--- src/rtl/dmem_bus_ctrl_if.sv ---
// +----------------------------------------------------------------------+
// | dmem_bus_ctrl_if : req/ack data-memory bus between core and memory  |
// | rev 1.0                                                              |
// +----------------------------------------------------------------------+
`default_nettype none

interface dmem_bus_ctrl_if #(
  parameter int DATA_W = 32
);
  logic              bus_req;
  logic              bus_we;
  logic [DATA_W-1:0] bus_addr;
  logic [DATA_W-1:0] bus_wdata;
  logic [DATA_W-1:0] bus_rdata;
  logic              bus_ack;
  logic              bus_err;

  modport master (
    output bus_req, bus_we, bus_addr, bus_wdata,
    input  bus_rdata, bus_ack, bus_err
  );

  modport slave (
    input  bus_req, bus_we, bus_addr, bus_wdata,
    output bus_rdata, bus_ack, bus_err
  );
endinterface

`default_nettype wire

--- src/rtl/dmem_bus_ctrl.sv ---
// +----------------------------------------------------------------------+
// | dmem_bus_ctrl : MEM-stage load/store to variable-latency bus bridge  |
// | rev 1.0                                                              |
// +----------------------------------------------------------------------+
`default_nettype none

module dmem_bus_ctrl #(
  parameter int DATA_W  = 32,
  parameter int TIMEOUT = 15
) (
  input  wire logic              clk,
  input  wire logic              rst_n,
  input  wire logic              memread,
  input  wire logic              memwrite,
  input  wire logic [DATA_W-1:0] alu_result,
  input  wire logic [DATA_W-1:0] rdata2out,
  dmem_bus_ctrl_if.master        bus,
  output logic                   stall,
  output logic [DATA_W-1:0]      read_data,
  output logic                   rd_valid,
  output logic                   access_err,
  output logic [1:0]             err_code
);

  typedef enum logic [1:0] {
    ST_IDLE = 2'd0,
    ST_REQ  = 2'd1,
    ST_DONE = 2'd2
  } state_t;

  localparam logic [7:0] c_timeout_last = 8'(TIMEOUT - 1);
  localparam logic [1:0] c_code_conflict = 2'b00;
  localparam logic [1:0] c_code_misalign = 2'b01;
  localparam logic [1:0] c_code_bus_err  = 2'b10;
  localparam logic [1:0] c_code_timeout  = 2'b11;

  state_t            r_state;
  logic [7:0]        r_cnt;
  logic              r_bus_req;
  logic              r_bus_we;
  logic [DATA_W-1:0] r_bus_addr;
  logic [DATA_W-1:0] r_bus_wdata;
  logic [DATA_W-1:0] r_read_data;
  logic              r_rd_valid;
  logic              r_access_err;
  logic [1:0]        r_err_code;

  logic w_req;
  logic w_conflict;
  logic w_misaligned;
  logic w_reject;
  logic w_start;

  assign w_req        = memread | memwrite;
  assign w_conflict   = memread & memwrite;
  assign w_misaligned = |alu_result[1:0];
  assign w_reject     = w_req & (w_conflict | w_misaligned);
  assign w_start      = w_req & ~w_reject;

  // Stall is raised in the accepting IDLE cycle itself so EX/MEM holds the request.
  assign stall = rst_n & ((r_state == ST_REQ) | ((r_state == ST_IDLE) & w_start));

  assign bus.bus_req   = r_bus_req;
  assign bus.bus_we    = r_bus_we;
  assign bus.bus_addr  = r_bus_addr;
  assign bus.bus_wdata = r_bus_wdata;
  assign read_data     = r_read_data;
  assign rd_valid      = r_rd_valid;
  assign access_err    = r_access_err;
  assign err_code      = r_err_code;

  always_ff @(posedge clk or negedge rst_n) begin
    if (!rst_n) begin
      r_state      <= ST_IDLE;
      r_cnt        <= 8'd0;
      r_bus_req    <= 1'b0;
      r_bus_we     <= 1'b0;
      r_bus_addr   <= '0;
      r_bus_wdata  <= '0;
      r_read_data  <= '0;
      r_rd_valid   <= 1'b0;
      r_access_err <= 1'b0;
      r_err_code   <= 2'b00;
    end else begin
      r_rd_valid   <= 1'b0;
      r_access_err <= 1'b0;
      r_err_code   <= 2'b00;
      case (r_state)
        ST_IDLE: begin
          if (w_reject) begin
            r_access_err <= 1'b1;
            r_err_code   <= w_conflict ? c_code_conflict : c_code_misalign;
          end else if (w_start) begin
            r_bus_addr  <= alu_result;
            r_bus_wdata <= rdata2out;
            r_bus_we    <= memwrite;
            r_cnt       <= 8'd0;
            r_bus_req   <= 1'b1;
            r_state     <= ST_REQ;
          end
        end
        ST_REQ: begin
          // An ack in the last allowed cycle beats the timeout.
          if (bus.bus_ack) begin
            r_bus_req <= 1'b0;
            r_state   <= ST_DONE;
            if (bus.bus_err) begin
              r_access_err <= 1'b1;
              r_err_code   <= c_code_bus_err;
            end else if (!r_bus_we) begin
              r_read_data <= bus.bus_rdata;
              r_rd_valid  <= 1'b1;
            end
          end else if (r_cnt == c_timeout_last) begin
            r_bus_req    <= 1'b0;
            r_access_err <= 1'b1;
            r_err_code   <= c_code_timeout;
            r_state      <= ST_DONE;
          end else begin
            r_cnt <= r_cnt + 8'd1;
          end
        end
        ST_DONE: begin
          r_state <= ST_IDLE;
        end
        default: begin
          r_bus_req <= 1'b0;
          r_state   <= ST_IDLE;
        end
      endcase
    end
  end

endmodule

`default_nettype wire

--- src/flat_wrapper.sv ---
// flat-port wrapper written by rule: the top's interface ports become plain ports
module dmem_bus_ctrl_flat 
#(
  parameter int DATA_W  = 32,
  parameter int TIMEOUT = 15
)
  (clk, rst_n, memread, memwrite, alu_result, rdata2out, stall, read_data, rd_valid, access_err, err_code, bus_bus_req, bus_bus_we, bus_bus_addr, bus_bus_wdata, bus_bus_rdata, bus_bus_ack, bus_bus_err);
  dmem_bus_ctrl_if #(.DATA_W(DATA_W)) bus_i ();
  input  wire logic clk;
  input  wire logic rst_n;
  input  wire logic memread;
  input  wire logic memwrite;
  input  wire logic [DATA_W-1:0] alu_result;
  input  wire logic [DATA_W-1:0] rdata2out;
  output logic stall;
  output logic [DATA_W-1:0] read_data;
  output logic rd_valid;
  output logic access_err;
  output logic [1:0] err_code;
  output wire logic [$bits(bus_i.bus_req)-1:0] bus_bus_req;
  output wire logic [$bits(bus_i.bus_we)-1:0] bus_bus_we;
  output wire logic [$bits(bus_i.bus_addr)-1:0] bus_bus_addr;
  output wire logic [$bits(bus_i.bus_wdata)-1:0] bus_bus_wdata;
  input wire logic [$bits(bus_i.bus_rdata)-1:0] bus_bus_rdata;
  input wire logic [$bits(bus_i.bus_ack)-1:0] bus_bus_ack;
  input wire logic [$bits(bus_i.bus_err)-1:0] bus_bus_err;
  assign bus_bus_req = bus_i.bus_req;
  assign bus_bus_we = bus_i.bus_we;
  assign bus_bus_addr = bus_i.bus_addr;
  assign bus_bus_wdata = bus_i.bus_wdata;
  assign bus_i.bus_rdata = bus_bus_rdata;
  assign bus_i.bus_ack = bus_bus_ack;
  assign bus_i.bus_err = bus_bus_err;
  dmem_bus_ctrl #(.DATA_W(DATA_W), .TIMEOUT(TIMEOUT)) u_core (.clk(clk), .rst_n(rst_n), .memread(memread), .memwrite(memwrite), .alu_result(alu_result), .rdata2out(rdata2out), .bus(bus_i), .stall(stall), .read_data(read_data), .rd_valid(rd_valid), .access_err(access_err), .err_code(err_code));
endmodule
--- config.mk ---
export PLATFORM = sky130hd
export DESIGN_NAME = dmem_bus_ctrl_flat
export DESIGN_NICKNAME = d
export VERILOG_FILES = /design/src/rtl/dmem_bus_ctrl_if.sv /design/src/rtl/dmem_bus_ctrl.sv /design/src/flat_wrapper.sv
export SDC_FILE = /design/constraint.sdc
export NUM_CORES = 1
export LEC_CHECK = 0
export CAP_MARGIN = 20
export CELL_PAD_IN_SITES_DETAIL_PLACEMENT = 0
export CELL_PAD_IN_SITES_GLOBAL_PLACEMENT = 1
export CORE_ASPECT_RATIO = 1.5
export CORE_MARGIN = 1
export CORE_UTILIZATION = 31
export CTS_BUF_LIST = sky130_fd_sc_hd__clkbuf_4
export DETAILED_ROUTE_END_ITERATION = 16
export GPL_ROUTABILITY_DRIVEN = 1
export PLACE_DENSITY = 0.84
export SETUP_SLACK_MARGIN = 0.15
export SLEW_MARGIN = 10
export SYNTH_ARGS = -nofsm -noshare
export SYNTH_HDL_FRONTEND = slang
export SYNTH_SLANG_ARGS = --single-unit
--- constraint.sdc ---
create_clock -name clk -period 2.1 [get_ports clk]
set_clock_uncertainty 0.1 [all_clocks]
set_input_delay 0.21 -clock clk [delete_from_list [all_inputs] [get_ports clk]]
set_output_delay 0.21 -clock clk [all_outputs]
set_load 0.01 [all_outputs]
==> results of run 1 <==
[cell families (layout without fill, tap and decap cells)]
family          Yosys count  in the layout  share of synthesized area
simple gates            226            226                      0.213
flops                   112            112                      0.638
mux                      35             35                     0.0892
buf+inv                  20            238                     0.0222
compound gates           16             16                     0.0276
fa+ha+maj                 2              2                    0.00570
xor+xnor                  2              2                    0.00399
[metal layers]
metal  global-route usage  vias up
li1                     -     1747
met2                0.291      143
met5                    0        -
met1                0.174     1762
met3               0.0449       17
met4               0.0625        0
[state kept, by name, summed over array words and instances (netlist names), 2 cells and up]
name,flops
u_core.r_state,2
u_core.bus.bus_wdata,32
u_core.bus.bus_addr,32
u_core.err_code,2
u_core.read_data,32
u_core.r_cnt,8
[placed cells by master, fill, tap and decap left out, types with 2 or more instances in the layout]
cell,instances
clkdlybuf4s50_1,202
nand2_1,197
dfrtp_1,112
mux2_2,33
buf_4,13
clkbuf_4,9
nand3_1,6
and2_1,5
nor2_1,3
buf_12,3
a22o_1,2
xor2_1,2
nand2_2,2
mux2i_1,2
o21ai_0,2
o21ai_1,2
or3_1,2
a21oi_1,2
ha_1,2
clkinv_2,2
inv_6,2
[worst max-delay path by stage]
stage,startpoint,to,cells after the start
2_1_floorplan,u_core.r_cnt[0],u_core.r_cnt[4],6
3_5_place_dp,memwrite,u_core.r_cnt[4],6
5_1_grt,u_core.r_state[0],stall,4
3_3_place_gp,memread,stall,5
4_1_cts,u_core.r_state[1],stall,4
6_report,u_core.r_cnt[0],u_core.r_cnt[4],6
[critical path, cell delays in order (launching register included)]
cell and delay, ns:
dfrtp_1 0.44, inv_2 0.08, ha_1 0.13, or4b_4 0.51
o31ai_4 0.29, nand2_2 0.10, a22o_1 0.21
[power groups by stage]
stage                     registers [W]  logic, W  clock network [W]
final                           0.00321   0.00283            0.00107
after global routing            0.00330   0.00305            0.00122
after CTS                       0.00322   0.00284            0.00114
after detailed placement        0.00326   0.00283                  0
after global placement          0.00322   0.00277                  0
after floorplan                 0.00355  0.000681                  0
[cell usage after synthesis, drive strengths merged]
master	count	area [um2]
and3	1	6.26
a21o	1	7.51
o311ai	1	16.3
inv	2	7.51
nand3	6	30.0
clkbuf	8	30.0
a21boi	1	7.51
ha	2	25.0
a211oi	1	7.51
buf	10	60.1
nand4	1	6.26
nor3	2	15.0
nor3b	1	18.8
o22ai	1	6.26
or4b	1	13.8
o21ai	4	20.0
o211ai	1	7.51
o31a	1	8.76
and2	6	37.5
and2b	1	7.51
nand2b	1	6.26
or3	2	12.5
mux2	33	372
dfrtp	112	2800
mux2i	2	20.0
nor4	1	12.5
nand2	199	749
a22o	2	17.5
a21oi	2	10.0
or4	1	7.51
xor2	2	17.5
o31ai	1	12.5
nor2	3	11.3
[what timing repair did]
action | CTS | global route
buffers inserted | 1 | 4
pin swaps | 1 | 4
endpoints found under the setup margin | 2 | 7
gates resized for setup | 7 | 4
endpoints found under the hold margin | 112 | 0
hold buffers | 1 | 0
[stage by stage]
stage	std cells	util	TNS (ns)	cell area, um2
floorplan	413	-	0	4390
global placement	771	0.487	-0.101	6660
detailed placement	771	0.487	-0.154	6660
CTS	789	0.499	0	6820
global route	793	0.503	0	6870
finish	793	0.503	0	6870
[final cells by class]
class | count | share of cell area
Clock buffer | 9 | 0.00983
Clock inverter | 7 | 0.0102
Inverter | 2 | 0.00109
Multi-Input combinational cell | 281 | 0.222
Sequential cell | 112 | 0.408
Tap cell | 162 | 0.0295
Timing Repair Buffer | 220 | 0.319
==> results_dict.tcl, run 1 <==
set metrics [dict create \
    setup_slack_ns 0.170 \
    yosysUniqueCellTypes 37 \
    syn_inst 413 \
    worst_pin_slew_ns 0.748 \
    cp_data_arrival_time_ns 2.18 \
    switchingPower_w 0.00217 \
    whs_endpoint "u_core.bus.bus_addr[20]" \
    setup_viol 0 \
    vias_per_cell 4.63 \
    vias 3669 \
    portBuffers 204 \
    irDropWorstVdd_v 0.000362 \
    root_buffer "clkbuf_4" \
    drc 0 \
    dr_wl_met3_um 785 \
    syn-num-nets 517 \
    drt_pre_antenna_iters 4 \
    wl_met2_um 5990 \
    rows 52 \
    drtIter0Drc 98 \
    seqCellArea_um2 2800 \
    multi_input_area_um2 1530 \
    fp.dieH_um 148 \
    layout_min_cycle_time_ns 1.93 \
    maxCapViolCount 0 \
    power_w 0.00710 \
    start_util 0.321 \
    grt_pass1_vias 3827 \
    die_w_um 99.2 \
    areaGrowthSynthToFinish_pct 56.5 \
    cp_max_fo 4 \
    grt_max_degree 113 \
    cellLeakagePower_nw 3.22 \
    status "finished, final reports clean" \
    r2r_slack_ns 0.17 \
    cts_tree "built" \
    hold_ws_ns 0.160 \
    required_ns 2.35 \
    rr_endpoint "u_core.r_cnt[4]" \
    antenna_cells 0 \
    synth_area_um2 4390 \
    drive_above_1_share 0.120 \
    worstSetupPathType "register to register" \
    antenna_found_initial 0 \
    setup.worst_path.start_class "register" \
    num_io_pins 205 \
    power.share.sequential 0.452 \
    grt_overflow 0 \
    maxSlewViolCount 0 \
    clockBufferDepth 2 \
    clkPwrFrac 0.150 \
    cts_buffers 9 \
    yosysSeqAreaShare 0.638 \
    min_from "alu_result[20]" \
    max_freq_mhz 518 \
    yosysWarnings 0 \
    grt_pass1_wl_um 18500 \
    combPwrFrac 0.398 \
    met1Wirelength_um 4270 \
    worstSetupEndpointType "register" \
    power.density_nw_per_um2 1030 \
    clock_latency_ns 0.45 \
    swShare 0.305 \
    cts.sink_count 112 \
    h-tree-depth 3 \
    reg2reg_depth 6 \
    top_layer "met4" \
    hold_depth 3 \
    drt_wl_total_um 11300 \
    dp_slack_ns -0.0907 \
    ys_ff_latch 112 \
    slew_headroom 0.501 \
    path_clk_slew_ns 0.17 \
    synth_area_per_cell_um2 10.6 \
    hold_violations 0 \
    intPower_w 0.00493 \
    rr_startpoint "u_core.r_cnt[0]" \
    dpl.hpwl_um 8200 \
    n_fill_cell 1279 \
    gp_congestion 0.793 \
    min_period_over_period 0.919 \
    postRouteAntennaNets 0 \
    final_net_count 730 \
    core-area_um2 13700 \
    wl_per_cell_um 14.2 \
    die_area_um2 14700 \
    grt.total_usage 0.160 \
    hold_class "primary input to register" \
    rsz0062_at_grt "true" \
]
Note: power is estimated with default switching activity, not from simulation.
==> run 2, diff against run 1 <==
--- a/config.mk
+++ b/config.mk
@@ -6,7 +6,7 @@
 export NUM_CORES = 1
 export LEC_CHECK = 0
 export CAP_MARGIN = 20
-export CELL_PAD_IN_SITES_DETAIL_PLACEMENT = 0
+export CELL_PAD_IN_SITES_DETAIL_PLACEMENT = 1
 export CELL_PAD_IN_SITES_GLOBAL_PLACEMENT = 1
 export CORE_ASPECT_RATIO = 1.5
 export CORE_MARGIN = 1
==> results_dict.tcl, run 2 (same netlist as run 1, synthesis figures left out) <==
set metrics [dict create \
    status "finished, final reports clean" \
    rr_startpoint "u_core.r_cnt[0]" \
    power.density_nw_per_um2 1040 \
    cp-startpoint "u_core.r_cnt[0]" \
    clock_latency_ns 0.46 \
    rsz0062_at_grt "true" \
    clockBufferDepth 2 \
    place_area_um2 6660 \
    stdcell_area_um2 6840 \
    required_ns 2.38 \
    crit_chain "inv_2 -> ha_1 -> or4b_4 -> o31ai_4 -> nand2_2 -> a22o_1" \
    worstSetupEndpointType "register" \
    cts_buffers 9 \
    hold_class "primary input to register" \
    vias_per_cell 4.61 \
    setup_slack_ns 0.158 \
    irDropWorstVdd_v 0.000381 \
    critPathSlowestCell "or4b_4" \
    cts.sink_count 112 \
    grt_pass1_vias 4069 \
    max_freq_mhz 515 \
    h-tree-depth 3 \
    crit_path_max_incr_delay_ns 0.50 \
    cellLeakagePower_nw 3.20 \
    portBuffers 204 \
    final_net_count 729 \
    drt_wl_total_um 12600 \
    min_period_over_period 0.925 \
    worstSetupPathType "register to register" \
    power_w 0.00708 \
    slew_headroom 0.494 \
    grt_max_degree 113 \
    rows 52 \
    start_util 0.321 \
    postRouteAntennaNets 0 \
    layout_min_cycle_time_ns 1.94 \
    maxCapViolCount 0 \
    core-area_um2 13700 \
    setup_viol 0 \
    drive_above_1_share 0.119 \
    maxSlewViolCount 0 \
    fp.dieH_um 148 \
    dpl.hpwl_um 9290 \
    drtIter0Drc 80 \
    die_w_um 99.2 \
    worst_pin_slew_ns 0.759 \
    setup.worst_path.start_class "register" \
    grt_pass1_wl_um 20500 \
    drt_pre_antenna_iters 6 \
    antenna_cells 0 \
    min_from "alu_result[28]" \
    final_common_cell "clkdlybuf4s50_1" \
    hold_violations 0 \
    path_clk_slew_ns 0.18 \
    cp_max_fo 4 \
    vias 3654 \
    areaGrowthSynthToFinish_pct 55.7 \
    setup-tns-final_ns 0 \
    wl_per_cell_um 15.9 \
    hold_ws_ns 0.142 \
    die_area_um2 14700 \
    grt_overflow 0 \
    root_buffer "clkbuf_4" \
    drc 0 \
    dp_slack_ns -0.0985 \
    grt.total_usage 0.178 \
    cp_data_arrival_time_ns 2.22 \
    num_io_pins 205 \
    cts_tree "built" \
    gp_congestion 0.793 \
    antenna_found_initial 0 \
    final_cell_mix "clkdlybuf4s50_1, nand2_1, dfrtp_1" \
]
==> run 2: cell count changes in the layout (fill, tap and decap cells not counted), sizes merged <==
cell	change
buf	-1
clkinvlp	+1
inv	+1
clkinv	-1
bufinv	-1
==> run 2: final cells by class <==
cell class,count,area [um2]
clock buffers,9,67.6
clock inverters,7,53.8
fillers,1525,6830
inverters,2,7.51
multi-input cells,281,1520
flip-flops and latches,112,2800
well taps,162,203
repair buffers,219,2190
==> run 2: what timing repair did <==
item	4_1_cts	5_1_grt
resized for setup	9	2
pin swaps	3	1
cloned	0	0
setup endpoints to repair	4	8
hold endpoints to repair	112	0
hold buffers	1	0
setup buffers	3	1
==> run 2: layer usage <==
metal	wire length, um	GRT usage	part of all wire
met1	4640	0.190	0.37
met5	0	0	0
met4	233	0.0669	0.019
met3	851	0.0435	0.068
met2	6870	0.335	0.55
==> run 2: path summary, 6_finish.rpt <==
| check | end | slack [ns] | cells past startpoint |
|---|---|---|---|
| max | u_core.r_cnt[4] | 0.16 | 6 |
| min | u_core.bus.bus_addr[28] | 0.14 | 3 |
| max reg2reg | u_core.r_cnt[4] | 0.16 | 6 |
| min reg2reg | u_core.bus.bus_wdata[29] | 0.39 | 2 |
| max in group asynchronous | u_core.bus.bus_addr[2] | 1.17 | 3 |
| min in group asynchronous | u_core.read_data[24] | 0.30 | 3 |
==> run 2: report_power, final <==
group	switching (W)	internal, W	total, W
Combinational	0.00114	0.00173	0.00287
Clock	0.000735	0.000258	0.000993
Sequential	0.000379	0.00284	0.00322
Total	0.00225	0.00482	0.00708
==> run 2: stage by stage <==
step,cells,util
detailed placement,771,0.487
finish,792,0.500
global placement,771,0.487
global route,792,0.500
CTS,791,0.500
floorplan,413,-
==> run 2: worst max-delay path: cells and delay by family (launching register included) <==
family                   cells  cell delay [ns]
AND/OR/NAND/NOR              2             0.61
AO/OA/AOI/OAI                2             0.52
flip-flops                   1             0.43
adder cells (fa/ha/maj)      1             0.13
buffers and inverters        1             0.08
==> run 3, diff against run 2 <==
==> constraint.sdc (replaced) <==
create_clock -name clk -period 2.15 [get_ports clk]
set_clock_uncertainty 0.1 [all_clocks]
set_input_delay 0.215 -clock clk [delete_from_list [all_inputs] [get_ports clk]]
set_output_delay 0.215 -clock clk [all_outputs]
set_load 0.01 [all_outputs]
==> results_dict.tcl, run 3 (same netlist as run 1, synthesis figures left out) <==
set metrics [dict create \
    gp_congestion 0.779 \
    hold_class "primary input to register" \
    swShare 0.319 \
    cts_buffers 9 \
    cp_max_fo 4 \
    h-tree-depth 3 \
    setup.worst_path.start_class "register" \
    wl_per_cell_um 16.2 \
    dp_slack_ns -0.0332 \
    antenna_cells 0 \
    grt.total_usage 0.180 \
    power.density_nw_per_um2 1010 \
    die_area_um2 14700 \
    die_w_um 99.2 \
    setup_viol 0 \
    layout_min_cycle_time_ns 1.95 \
    grt_pass1_wl_um 20500 \
    rsz0062_at_grt "true" \
    n_fill_cell 1515 \
    rows 52 \
    root_buffer "clkbuf_4" \
    core-area_um2 13700 \
    vias_per_cell 4.74 \
    irDropWorstVdd_v 0.000397 \
    clockBufferDepth 2 \
    final_net_count 726 \
    cts.sink_count 112 \
    fp.dieH_um 148 \
    drt_pre_antenna_iters 4 \
    drt_wl_total_um 12800 \
    place_area_um2 6640 \
    postRouteAntennaNets 0 \
    stdcell_count 788 \
    vias 3738 \
    dp_cells 769 \
    drc 0 \
    power_w 0.00689 \
    grt_overflow 0 \
    start_util 0.321 \
    maxCapViolCount 0 \
    path_clk_slew_ns 0.17 \
    min_period_over_period 0.905 \
    final_cell_mix "clkdlybuf4s50_1, nand2_1, dfrtp_1" \
    worstSetupEndpointType "register" \
    cts_tree "built" \
    slew_headroom 0.516 \
    max_freq_mhz 514 \
    setup-tns-final_ns 0 \
    switchingPower_w 0.00220 \
    setup_slack_ns 0.205 \
    intPower_w 0.00469 \
    cp_data_arrival_time_ns 2.20 \
    cellLeakagePower_nw 3.18 \
    maxSlewViolCount 0 \
    portBuffers 204 \
    worst_pin_slew_ns 0.726 \
    drtIter0Drc 50 \
    num_io_pins 205 \
    final_common_cell "clkdlybuf4s50_1" \
    grt_pass1_vias 4143 \
    stdcell_area_um2 6830 \
    clkPwrFrac 0.136 \
    drive_above_1_share 0.118 \
    grt_max_degree 113 \
    combPwrFrac 0.406 \
    power.share.sequential 0.458 \
    hold_depth 3 \
    status "finished, final reports clean" \
    dpl.hpwl_um 9470 \
    areaGrowthSynthToFinish_pct 55.5 \
    clock_latency_ns 0.44 \
    required_ns 2.41 \
    hold_violations 0 \
    reg2reg_depth 6 \
    antenna_found_initial 0 \
    worstSetupPathType "register to register" \
]
[run 3: through the flow]
step,util,hold slack [ns]
final,0.500,0.166
after CTS,0.498,0.124
after floorplan,-,-0.181
after global placement,0.486,0.276
after detailed placement,0.486,0.286
after global routing,0.500,0.112
[run 3: critical path, cell delays in order, from the launching register on]
cell	delay (ns)
dfrtp_1	0.43
inv_2	0.09
ha_4	0.12
or4b_4	0.51
o31ai_4	0.31
nand2_2	0.10
a22o_1	0.21
[run 3: worst paths after layout]
| path | from | end | slack (ns) |
|---|---|---|---|
| max | u_core.r_cnt[0] | u_core.r_cnt[4] | 0.20 |
| min | rdata2out[3] | u_core.bus.bus_wdata[3] | 0.17 |
| max reg2reg | u_core.r_cnt[0] | u_core.r_cnt[4] | 0.20 |
| min reg2reg | u_core.bus.bus_wdata[8] | u_core.bus.bus_wdata[8] | 0.40 |
| max in group asynchronous | rst_n | u_core.r_state[0] | 1.18 |
| min in group asynchronous | rst_n | u_core.read_data[30] | 0.32 |
[run 3: power by group through the flow]
| stage | registers (W) | logic [W] | clock network [W] |
|---|---|---|---|
| floorplan | 0.00347 | 0.000665 | 0 |
| global placement | 0.00315 | 0.00270 | 0 |
| detailed placement | 0.00321 | 0.00280 | 0 |
| CTS | 0.00316 | 0.00282 | 0.000988 |
| global route | 0.00325 | 0.00301 | 0.00107 |
| finish | 0.00316 | 0.00280 | 0.000934 |
[run 3: timing repair]
item,CTS,global route
hold buffers,1,0
pin swaps,0,5
setup endpoints to repair,2,5
hold endpoints to repair,112,0
resized for setup,9,5
setup buffers,2,1
[run 3: metal layers]
metal	wire [um]	vias up	GRT usage
met1	4420	1858	0.177
met4	234	0	0.0625
li1	-	1731	-
met3	866	16	0.0487
met5	0	-	0
met2	7260	133	0.352
[run 3: area by class of cell]
class / instances / area [um2] / share of cell area
Multi-Input combinational cell: 281 / 1530 / 0.225
Inverter: 2 / 7.51 / 0.00110
Clock inverter: 6 / 46.3 / 0.00678
Clock buffer: 9 / 67.6 / 0.00990
Timing Repair Buffer: 216 / 2160 / 0.317
Tap cell: 162 / 203 / 0.0297
Sequential cell: 112 / 2810 / 0.411
